===== src/rtl/qk_core_seq.sv =====
`default_nettype none
// ==========================================================================
// qk_core_seq : instruction sequencer for one Q.K pass of the attention core
// rev 1.0
// ==========================================================================
module qk_core_seq #(
  parameter int ADDR_W    = 4,
  parameter int GAP       = 2,
  parameter int DRAIN_MAX = 64
) (
  input  logic              clk,
  input  logic              reset,
  input  logic              start,
  input  logic [ADDR_W-1:0] len_m1,
  input  logic              in_valid,
  output logic              in_ready,
  input  logic              fifo_valid,
  output logic [16:0]       inst,
  output logic              busy,
  output logic              done,
  output logic              err,
  output logic [2:0]        phase
);

  localparam int GAP_W = (GAP > 2) ? $clog2(GAP) : 1;
  localparam int TMO_W = $clog2(DRAIN_MAX + 1);

  typedef enum logic [2:0] {
    ST_IDLE  = 3'd0,
    ST_WR_Q  = 3'd1,
    ST_WR_K  = 3'd2,
    ST_LD_K  = 3'd3,
    ST_GAP   = 3'd4,
    ST_EXEC  = 3'd5,
    ST_DRAIN = 3'd6,
    ST_FIN   = 3'd7
  } state_t;

  state_t            state_q, state_d;
  logic [ADDR_W-1:0] cnt_q, cnt_d;
  logic [ADDR_W-1:0] len_q, len_d;
  logic [GAP_W-1:0]  gap_q, gap_d;
  logic [TMO_W-1:0]  tmo_q, tmo_d;
  logic              err_q, err_d;
  logic              cnt_last;
  logic [ADDR_W-1:0] cnt_next;

  // The row counter always wraps to zero on the phase-exit row, never past it.
  assign cnt_last = (cnt_q == len_q);
  assign cnt_next = cnt_last ? '0 : cnt_q + 1'b1;

  always_comb begin
    state_d = state_q;
    cnt_d   = cnt_q;
    len_d   = len_q;
    gap_d   = '0;
    tmo_d   = '0;
    err_d   = 1'b0;
    case (state_q)
      ST_IDLE: begin
        if (start) begin
          len_d   = len_m1;
          cnt_d   = '0;
          state_d = ST_WR_Q;
        end
      end
      ST_WR_Q, ST_WR_K: begin
        if (in_valid) begin
          cnt_d = cnt_next;
          if (cnt_last) state_d = (state_q == ST_WR_Q) ? ST_WR_K : ST_LD_K;
        end
      end
      ST_LD_K: begin
        cnt_d = cnt_next;
        if (cnt_last) state_d = (GAP == 0) ? ST_EXEC : ST_GAP;
      end
      ST_GAP: begin
        gap_d = gap_q + 1'b1;
        if (gap_q == GAP_W'(GAP - 1)) begin
          gap_d   = '0;
          state_d = ST_EXEC;
        end
      end
      ST_EXEC: begin
        cnt_d = cnt_next;
        if (cnt_last) state_d = ST_DRAIN;
      end
      ST_DRAIN: begin
        if (fifo_valid) begin
          cnt_d = cnt_next;
          if (cnt_last) state_d = ST_FIN;
        end else if (tmo_q == TMO_W'(DRAIN_MAX - 1)) begin
          err_d   = 1'b1;
          cnt_d   = '0;
          state_d = ST_IDLE;
        end else begin
          tmo_d = tmo_q + 1'b1;
        end
      end
      ST_FIN:  state_d = ST_IDLE;
      default: state_d = ST_IDLE;
    endcase
  end

  always_ff @(posedge clk) begin
    if (reset) begin
      state_q <= ST_IDLE;
      cnt_q   <= '0;
      len_q   <= '0;
      gap_q   <= '0;
      tmo_q   <= '0;
      err_q   <= 1'b0;
    end else begin
      state_q <= state_d;
      cnt_q   <= cnt_d;
      len_q   <= len_d;
      gap_q   <= gap_d;
      tmo_q   <= tmo_d;
      err_q   <= err_d;
    end
  end

  // Only the write/drain qualifiers look at inputs; everything else is decoded from flops.
  always_comb begin
    inst = '0;
    case (state_q)
      ST_WR_Q: begin
        inst[15:12] = 4'(cnt_q);
        inst[4]     = in_valid;
      end
      ST_WR_K: begin
        inst[15:12] = 4'(cnt_q);
        inst[2]     = in_valid;
      end
      ST_LD_K: begin
        inst[15:12] = 4'(cnt_q);
        inst[6]     = 1'b1;
        inst[3]     = 1'b1;
      end
      ST_EXEC: begin
        inst[15:12] = 4'(cnt_q);
        inst[7]     = 1'b1;
        inst[5]     = 1'b1;
      end
      ST_DRAIN: begin
        inst[11:8] = 4'(cnt_q);
        inst[16]   = fifo_valid;
        inst[0]    = fifo_valid;
      end
      default: inst = '0;
    endcase
  end

  assign in_ready = in_valid && ((state_q == ST_WR_Q) || (state_q == ST_WR_K));
  assign busy     = (state_q != ST_IDLE);
  assign done     = (state_q == ST_FIN);
  assign err      = err_q;
  assign phase    = state_q;

endmodule
`default_nettype wire


===== config.mk =====
export PLATFORM = sky130hd
export DESIGN_NAME = qk_core_seq
export DESIGN_NICKNAME = d
export VERILOG_FILES = /design/src/rtl/qk_core_seq.sv
export SDC_FILE = /design/constraint.sdc
export NUM_CORES = 1
export LEC_CHECK = 0
export BUFFER_PORTS_ARGS = -buffer_cell sky130_fd_sc_hd__clkbuf_2
export CAP_MARGIN = 0
export CORE_MARGIN = 5
export CORE_UTILIZATION = 29
export DETAILED_ROUTE_END_ITERATION = 8
export HOLD_SLACK_MARGIN = 0.12
export PLACE_DENSITY = 0.47
export SLEW_MARGIN = 20
export SYNTH_ARGS = -nofsm -noshare
export SYNTH_HDL_FRONTEND = slang
export SYNTH_SLANG_ARGS = --single-unit
export TNS_END_PERCENT = 100

===== constraint.sdc =====
create_clock -name clk -period 1.5 [get_ports clk]
set_input_delay 0.15 -clock clk [delete_from_list [all_inputs] [get_ports clk]]
set_output_delay 0.15 -clock clk [all_outputs]
set_load 0.01 [all_outputs]

== After elaboration in Yosys (flattened, before gate mapping) ==
Cells that the tools add are included.
Cells by class
  add/subtract/negate cells: 3
  multipliers: 0
  div/mod/pow operators: 0
  order comparisons: 0
  equal/unequal tests: 17
  shifts and indexed selects: 0
  multiplexer cells: 25
  bitwise operators: 2
  reduce and logical (&&, ||, !) cells: 14
Operators with widths (count)
  4-bit 2-to-1 mux: 7
  3-bit 2-to-1 mux: 9
  3-bit one-hot mux with 7 select lines: 1
  4-bit one-hot mux with 4 select lines: 1
  3-bit equality test (second input constant): 4
  2-bit inequality test (second input constant): 6
  8-bit AND reduction: 1
  4-bit OR reduction: 2
  7-bit by 1-bit adder with 7-bit output (second input constant): 1
  7-bit by 6-bit equality test with 1-bit output (second input constant): 1
  1-bit 2-to-1 mux: 7
  3-bit by 2-bit equality test with 1-bit output (second input constant): 2
  3-bit inequality test (second input constant): 2
  3-bit OR reduction: 2
  4-bit by 1-bit adder with 4-bit output (second input constant): 1
  4-bit equality test: 1
  4-bit AND reduction: 1
  4-bit nonzero test: 1
  2-bit OR reduction: 2
  3-bit by 1-bit equality test with 1-bit output (second input constant): 1
  3-bit zero test: 1
  3-bit nonzero test: 1
  1-bit inverter: 2
  2-bit AND reduction: 1
  3 further kinds: 3
Storage, ports and cells
  register bits: 20
  latch bits: 0
  memory bits (writable): 0
  memory bits (read-only): 0
  bits of input ports: 9
  output and inout port bits: 24
  word-level logic and storage cells: 67
  memories kept: 0

== Depth between registers and ports, before layout ==
  word-level depth: 5
  depth in mapped cells: 6

== Least setup slack after synthesis ==
No wires, ideal clock.
  kind: register to register
  from: reg tmo_q[0]
  to: reg state_q[0] (netlist: phase[0])
  setup time: 0.068 ns
  arrival time: 1.488 ns
  data required time: 1.432 ns
  path slack: -0.056 ns
  cell stages (with the launch flop): 7
  path buffers: 0
  period minus slack after synthesis: 1.556 ns
  cells stage by stage: dfxtp_1 > ha_1 > and4_1 > a31oi_1 > nand3_1 > a31o_1 > a21oi_2
Between the ends
  cells in the longest elaborated chain, start to end: 3
Ends and longest elaborated chain
  start, declared: line 43  | logic [TMO_W-1:0] tmo_q, tmo_d;
  start signal, assigned: line 118  | tmo_q <= tmo_d;
  7-bit by 6-bit equality test with 1-bit output: line 92  | end else if (tmo_q == TMO_W'(DRAIN_MAX - 1)) begin
  3-bit inequality test (no source line)
  8-bit AND reduction (no source line)
  end signal, assigned: line 114  | state_q <= state_d;
  end, declared: line 39  | state_t state_q, state_d;
Every way passes these cells.
A chain may end at the register's enable or synchronous reset.

== Worst setup path in the final report ==
  from: reg tmo_q[1]
  to: reg cnt_q[2]
Between the ends
  cells in the longest elaborated chain, start to end: 3
Ends and longest elaborated chain
  7-bit by 6-bit equality test with 1-bit output: line 92
  3-bit inequality test (no source line)
  4-bit AND reduction (no source line)
  end signal, assigned: line 115  | cnt_q <= cnt_d;
  end, declared: line 40  | logic [ADDR_W-1:0] cnt_q, cnt_d;
Every way passes these cells.

==> impl_metrics.json <==
{
  "numCtsBuffers": 3,
  "fin_crit_sh": 1.01,
  "critPathKind": "reg2reg",
  "synth_top_cell_area_share": 0.332,
  "ys_seq_elements": 20,
  "num_rows": 23,
  "fin_ws_ns": -0.0218,
  "routed_wl_um": 2970,
  "min_period_ns": 1.52,
  "fin_nets": 199,
  "status": "finished with violations",
  "synth_common_cells": "dfxtp_1 (20), nor2_1 (20), nand2_1 (8)",
  "worstPathArrival_ns": 1.67,
  "drc": 0,
  "rrSetupSlack_ns": -0.02,
  "yosysSeqAreaShare": 0.332,
  "cp-start-kind": "flip-flop",
  "place_ws_ns": -0.0588,
  "grt_pass1_wl_um": 4710,
  "power.leakage_nw": 0.769,
  "drtAntennaViolNets": 0,
  "avgSynthCellArea_sq_um": 8.93,
  "globalRouteMet3Util": 0.0203,
  "cts.clk_slew.worst_paths_ns": 0.07,
  "grt_usage": 0.108,
  "vias": 1130,
  "fmax_ghz": 0.657,
  "ctsHtreeMaxLevel": 1,
  "antenna_found_initial": 0,
  "io_buffers": 31,
  "min_path_type": "in2reg",
  "rsz0062_at_grt": "true",
  "max_cap_violations": 0,
  "firstDrtPassIters": 4,
  "hold_viol_final": 0,
  "yosys_warnings": 0,
  "grt_max_degree": 15,
  "die_w_um": 74.5,
  "start_util": 0.299,
  "max-vdd-ir-drop_mv": 0.448,
  "netlist_instances": 135,
  "synthArstFlopShare": 0,
  "synth_fp_nets": 146,
  "dieArea_sq_mm": 0.00555,
  "area_growth_pct": 40.4,
  "grt_util_met1": 0.131,
  "drv_slew": 0,
  "io-pin-count": 33,
  "finalPower_mw": 2.06,
  "violations": "negative setup slack",
  "post-route-util": 0.420,
  "num_antenna_cells": 0,
  "p_per_area_mw_per_mm2": 1220,
  "netlist-cell-type-count": 43,
  "finalClockSkew_ns": 0.00237,
  "insertion_delay_ns": 0.25,
  "clkSinkCount": 20,
  "cts_tree": "yes",
  "cp_max_fo": 3,
  "endpoint_kind": "flip-flop",
  "clockBufferDepth": 2,
  "die_h_um": 74.5,
  "gp_congestion": 0.869,
  "yosys-top-cells-area": "dfxtp_1 (33%), nor2_1 (6.2%), xnor2_1 (4.4%)",
  "fin_cells": 237,
  "layout-drive-gt1-share": 0.492,
  "grt_pass1_vias": 1040,
  "yosysTopAreaCell": "dfxtp_1",
  "syn_area_sq_mm": 0.00121,
  "via_per_inst": 4.77,
  "grt_remaining_overflow": 0,
  "synth_edf_count": 0,
  "dr.first_iter.drc_count": 81,
  "routedWlPerCell_um": 12.5,
  "core_area_sq_mm": 0.00403,
  "setup_violations": 4,
  "hpwl_um": 2420,
  "gr-usage-met2": 0.191,
  "placed_cells": 232,
  "synth-main-ff-cell": "dfxtp_1",
  "required_ns": 1.64,
  "cts-root-buf": "clkbuf_8",
  "grt_busiest_layer": "met2"
}
[cell families after synthesis]
group	synth area share
compound gates	0.171
xor+xnor	0.0581
other cells	0.00311
flops	0.332
buf+inv	0.0664
simple gates	0.307
mux	0.0415
fa+ha+maj	0.0207
[timing repair]
action	in CTS	in global routing
hold buffers	0	0
gates resized for setup	5	13
setup buffers	0	1
pin swaps	5	4
setup endpoints to repair	23	19
[cells in the final DEF (no fill, tap or decap), types with 2 or more instances in the layout]
master and instances:
buf_4 25, dfxtp_1 16, nand3_1 3, dfxtp_2 3, nand4_1 3, nand2_2 2
and3_1 5, mux2i_1 5, xnor2_1 6, nor2_2 2, nand2_1 7, xor2_1 2
clkbuf_8 4, inv_1 3, nor2_1 18, a31oi_4 2, a41o_1 3, nand2b_1 4
a211o_1 2, o41ai_2 2, nor4b_2 2, nor3_1 3, clkbuf_2 30, and2_1 5
a21oi_2 3
[critical path, stage by stage (launching register included)]
cell and delay, ns:
dfxtp_2 0.35, ha_4 0.13, and4_4 0.22, a31oi_4 0.10, o211ai_2 0.24, a21oi_2 0.10, a211o_1 0.27
[state kept, by name, indices dropped and copies added (netlist names)]
signal,count
cnt_q,4
gap_q,1
err,1
len_q,4
tmo_q,7
phase,3
[power by group]
part | total (mW) | internal, mW | leakage [nW] | switching (mW)
Clock | 0.405 | 0.233 | 0.0288 | 0.172
Sequential | 0.659 | 0.590 | 0.164 | 0.0689
Combinational | 0.998 | 0.470 | 0.576 | 0.528
Total | 2.06 | 1.29 | 0.769 | 0.769
[worst paths after layout]
path | from | to | cells after the start
setup reg to reg | tmo_q[1] | cnt_q[2] | 6
hold / removal | len_m1[3] | len_q[3] | 3
setup / recovery | tmo_q[1] | cnt_q[2] | 6
hold reg to reg | gap_q | gap_q | 1
[stage by stage]
stage	hold slack [ns]	setup TNS [ns]	cell area, sq um
floorplan	0.297	0	1230
finish	0.137	-0.0365	1690
CTS	0.136	-0.161	1630
detailed placement	0.401	-0.175	1570
global route	0.161	-0.612	1690
global placement	0.386	-0.0276	1570
[routing by layer]
| layer | wire, um | vias to the layer above |
|---|---|---|
| met2 | 1450 | 32 |
| met5 | 0 | - |
| li1 | - | 574 |
| met1 | 1280 | 520 |
| met4 | 31 | 0 |
| met3 | 204 | 4 |
[final cells by class]
class                           instances  area [sq um]
Multi-Input combinational cell        102           798
Clock buffer                            4          55.1
Sequential cell                        20           408
Tap cell                               50          62.6
Timing Repair Buffer                   57           354
Inverter                                4          15.0
Fill cell                             412          2340
Power figures use the tool's default switching activity.
